**src/rtl/cpu_pkg.sv**
```systemverilog
// Shared CPU datapath constants: word width and register-file geometry.
package cpu_pkg;

    localparam int unsigned WORD_W     = 32;
    localparam int unsigned REG_ADDR_W = 5;
    localparam int unsigned NUM_REGS   = 32;

    localparam logic [REG_ADDR_W-1:0] ZERO_REG = 5'd0;

endpackage

```
**src/rtl/reg_read_port.sv**
```systemverilog
// One combinational register-file read port: storage mux, write-first bypass and
// zero-forcing of register 0 and of every read while reset is held.
module reg_read_port
    import cpu_pkg::*;
#(
    parameter int unsigned WIDTH  = WORD_W,
    parameter int unsigned DEPTH  = NUM_REGS,
    parameter int unsigned ADDR_W = REG_ADDR_W
) (
    input  logic                         rst,
    input  logic [DEPTH-1:0][WIDTH-1:0]  storage,
    input  logic                         we,
    input  logic [ADDR_W-1:0]            waddr,
    input  logic [WIDTH-1:0]             wdata,
    input  logic [ADDR_W-1:0]            raddr,
    output logic [WIDTH-1:0]             rdata
);

    logic bypass_hit;

    assign bypass_hit = we && (raddr == waddr);

    // Zero-force outranks the bypass so a write aimed at r0 never leaks out.
    always_comb begin
        rdata = '0;
        if (rst || (raddr == '0)) begin
            rdata = '0;
        end else if (bypass_hit) begin
            rdata = wdata;
        end else begin
            rdata = storage[raddr];
        end
    end

endmodule

```
**src/rtl/reg_file.sv**
```systemverilog
// Register file for the single-cycle datapath: two combinational read ports with
// write-first bypass and one synchronous write port; r0 reads as zero.
module reg_file
    import cpu_pkg::*;
#(
    parameter int unsigned WIDTH  = WORD_W,
    parameter int unsigned DEPTH  = NUM_REGS,
    parameter int unsigned ADDR_W = REG_ADDR_W
) (
    input  logic              clk,
    input  logic              rst,
    input  logic              we,
    input  logic [ADDR_W-1:0] waddr,
    input  logic [WIDTH-1:0]  wdata,
    input  logic [ADDR_W-1:0] raddr_a,
    input  logic [ADDR_W-1:0] raddr_b,
    output logic [WIDTH-1:0]  rdata_a,
    output logic [WIDTH-1:0]  rdata_b
);

    logic [DEPTH-1:0][WIDTH-1:0] mem_q;
    logic                        wr_en;

    // Entry 0 is cleared by reset and never written, so it stays zero.
    assign wr_en = we && (waddr != '0);

    always_ff @(posedge clk or posedge rst) begin
        if (rst) begin
            mem_q <= '0;
        end else if (wr_en) begin
            mem_q[waddr] <= wdata;
        end
    end

    reg_read_port #(
        .WIDTH  (WIDTH),
        .DEPTH  (DEPTH),
        .ADDR_W (ADDR_W)
    ) u_port_a (
        .rst     (rst),
        .storage (mem_q),
        .we      (we),
        .waddr   (waddr),
        .wdata   (wdata),
        .raddr   (raddr_a),
        .rdata   (rdata_a)
    );

    reg_read_port #(
        .WIDTH  (WIDTH),
        .DEPTH  (DEPTH),
        .ADDR_W (ADDR_W)
    ) u_port_b (
        .rst     (rst),
        .storage (mem_q),
        .we      (we),
        .waddr   (waddr),
        .wdata   (wdata),
        .raddr   (raddr_b),
        .rdata   (rdata_b)
    );

endmodule
```
**config.mk**
```make
export PLATFORM = sky130hd
export DESIGN_NAME = reg_file
export DESIGN_NICKNAME = d
export VERILOG_FILES = /design/src/rtl/cpu_pkg.sv /design/src/rtl/reg_read_port.sv /design/src/rtl/reg_file.sv
export SDC_FILE = /design/constraint.sdc
export NUM_CORES = 2
export LEC_CHECK = 0
export BUFFER_PORTS_ARGS = -buffer_cell sky130_fd_sc_hd__buf_2
export CAP_MARGIN = 15
export CELL_PAD_IN_SITES_DETAIL_PLACEMENT = 1
export CELL_PAD_IN_SITES_GLOBAL_PLACEMENT = 1
export CORE_MARGIN = 1
export CORE_UTILIZATION = 35
export DETAILED_ROUTE_END_ITERATION = 16
export GPL_TIMING_DRIVEN = 0
export HOLD_SLACK_MARGIN = 0.12
export PLACE_DENSITY = 0.61
export SYNTH_ARGS = -nofsm -noshare
export SYNTH_HDL_FRONTEND = slang
export SYNTH_HIERARCHICAL = 1
export SYNTH_SLANG_ARGS = --single-unit
```
**constraint.sdc**
```tcl
create_clock -name clk -period 29.4 [get_ports clk]
set_input_delay 2.94 -clock clk [delete_from_list [all_inputs] [get_ports clk]]
set_output_delay 2.94 -clock clk [all_outputs]
set_load 0.02 [all_outputs]
```
==> results.yml <==
synth:
  ys_types: 39
  yosysSeqAreaShare_pct: 46.2
  yosys_register_bits: 1024
  synth_edf_count: 0
  synthesis.nets: 3952
  syn_area_um2: 55500
  synth_cells: 3902
  yosysTopAreaCell: "dfrtp_1"
  syn-mean-instance-area_um2: 14.2
  synth-main-ff-cell: "dfrtp_1"
  synth.area.top_cells: "dfrtp_1 46%, mux2_2 22%, mux4_2 13%"
  synthTopCellsByCount: "1102 x mux2_2, 1024 x dfrtp_1, 324 x mux4_2, 254 x mux2i_1, 250 x clkbuf_1"
  netlist.area_leader.share_pct: 46.2
  yosysMostFrequentCell: "mux2_2"
  async_flop_share_pct: 100
  ys_warn_count: 6
detailed_routing:
  drtAntennaViolNets: 0
  m1WireLength_mm: 93.7
  avgRoutedWirePerCell_um: 35.5
  routed-wl-met3_mm: 15.0
  dr.pass1.iters: 7
  vias_per_cell: 6.19
  drt_wl_total_mm: 225
  top_layer_used: "met5"
  drt-initial-drc-count: 3797
  vias: 39300
  drc: 0
  wl_met2_mm: 104
cts:
  cts_resized: 0
  clkSinkCount: 1024
  clk_latency_ns: 0.74
  cts_tree: "built"
  root_buffer: "clkbuf_16"
  postCtsSetupBuffers: 0
  clk_path_buf_depth: 3
  cts_hold_buffers: 0
  htreeDepth: 3
  cts_made_buffers: 119
  cts.clk_slew.worst_paths_ns: 0.06
setup_path:
  endpoint_kind: "primary output"
  crit_end: "rdata_a[30]"
  startpoint_type: "input port"
  worst_ep_arrival_time_ns: 6.53
  timing.rr.start: "mem_q[788]"
  crit_required_ns: 26.46
  cp-startpoint: "raddr_a[4]"
  r2r_cells: 1
  regToRegSetupSlack_ns: 28.57
  worstSetupPathType: "input port to primary output"
  regToRegEndpoint: "mem_q[788]"
  cp_max_fo: 10
timing:
  fin_skew_ns: 0
  setup_viol: 0
  rsz0062_at_grt: "false"
  max_freq_mhz: 106
  fin_tns_setup_ns: 0
  hold_viol: 0
  timing.final.ws_setup_ns: 19.93
  slew_headroom_pct: 11.1
  slew_violations: 0
  worst_pin_slew_ns: 1.33
  min_period_ns: 9.47
  min_period_over_period_pct: 32.2
worst_hold_path:
  whs_path_depth: 1
  min_path_type: "flop to flop"
floorplanning:
  die_h_um: 400
  die_w_um: 400
  io_pins: 114
  core_um2: 157000
  initial_core_util_pct: 35.4
  dieArea_um2: 160000
  num_rows: 145
grt:
  antenna_found_initial: 15
  grt.overflow.total: 0
  first_global_vias: 41400
  grt_pass1_wl_mm: 320
  track_usage_pct: 28.3
  grt_max_degree: 43
final_layout:
  fin_area_um2: 63700
  top_register: "mem_q"
  syn_to_final_growth_pct: 14.8
  stdcell_count: 6342
  top_regs: "mem_q (1024)"
  final_nets: 4229
  drive_gt1_share_pct: 46.5
  largest_reg_flops: 1024
power_and_ir_drop:
  powerDensity_nw_per_um2: 69.0
  ir_drop_mv: 0.0520
  p_leak_uw: 0.0276
place:
  portBuffers: 109
  dp_hpwl_mm: 159
  postPlaceCellArea_um2: 59400
  gp_congestion: 0.913
  place_ws_ns: 20.22
  dpl.cell_count: 6110
run:
  drv_cap: 0
outcome:
  status: "complete, no violations"
## routing by layer
layer / GRT usage (%) / vias up
li1: - / 15800
met1: 37.6 / 21500
met2: 44.4 / 1534
met3: 4.64 / 498
met4: 14.5 / 6
met5: 0 / -
## final cells by class
cell class,instances,area (µm²)
repair buffers,156,1400
well taps,2058,2570
inverters,5,22.5
fillers,16000,93100
diodes,10,25.0
multi-input cells,2423,27600
plain buffers,450,2250
flip-flops and latches,1024,25600
clock inverters,48,732
clock buffers,168,3470
## stage by stage
| step | hold WS (ns) | power (µW) | utilization [%] |
|---|---|---|---|
| floorplan | 0.441 | 2500 | - |
| global placement | 0.452 | 2740 | 37.4 |
| detailed placement | 0.469 | 2790 | 37.9 |
| CTS | 0.485 | 4410 | 40.5 |
| global route | 0.504 | 4570 | 40.6 |
| finish | 0.481 | 4400 | 40.6 |
## worst max-delay path, cell delays in order
cell and delay (ns):
buf_2 0.15, buf_2 0.22, inv_2 0.43, clkbuf_1 1.03, nand3_1 0.28, nand3_1 0.19, nor3_1 0.07, a2111oi_2 0.86
buf_2 0.31
## placed cells by master (no fill, tap or decap), types with 18 or more instances in the layout
cell       netlist  layout
mux2_2        1102    1102
dfrtp_1       1024    1024
mux4_2         324     324
clkbuf_1       250     272
mux2i_1        254     254
buf_2          124     236
a22oi_1        126     126
a221oi_1       124     124
clkbuf_16        0     122
nor2_1          81      81
o221ai_1        62      62
o21ai_1         62      62
o21bai_1        62      62
a21oi_1         62      62
a221o_1         62      62
buf_6           37      39
buf_4           34      36
buf_12           0      30
clkbuf_8         0      24
clkinv_2         0      23
nand2_1         18      18
bufinv_16        0      18
## power by group
part	internal (µW)	total, µW	switching [µW]
Clock	972	1610	640
Sequential	1680	1870	194
Combinational	487	912	425
Total	3140	4400	1260
## worst min path at each step
stage	start	endpoint	slack [ns]
floorplan	mem_q[0]	mem_q[0]	0.44
global placement	mem_q[31]	mem_q[31]	0.45
detailed placement	mem_q[29]	mem_q[29]	0.47
CTS	mem_q[31]	mem_q[31]	0.49
global route	mem_q[31]	mem_q[31]	0.50
finish	mem_q[16]	mem_q[16]	0.48
## logic make-up after synthesis
logic type	after synthesis	synth area share [%]
AOI/OAI and AO/OA	572	7.92
buffers and inverters	455	4.09
and+or+nand+nor	147	1.25
xor gates and xnor gates	10	0.158
muxes	1694	40.4
DFF	1024	46.2
(Power assumes the default switching activity.)
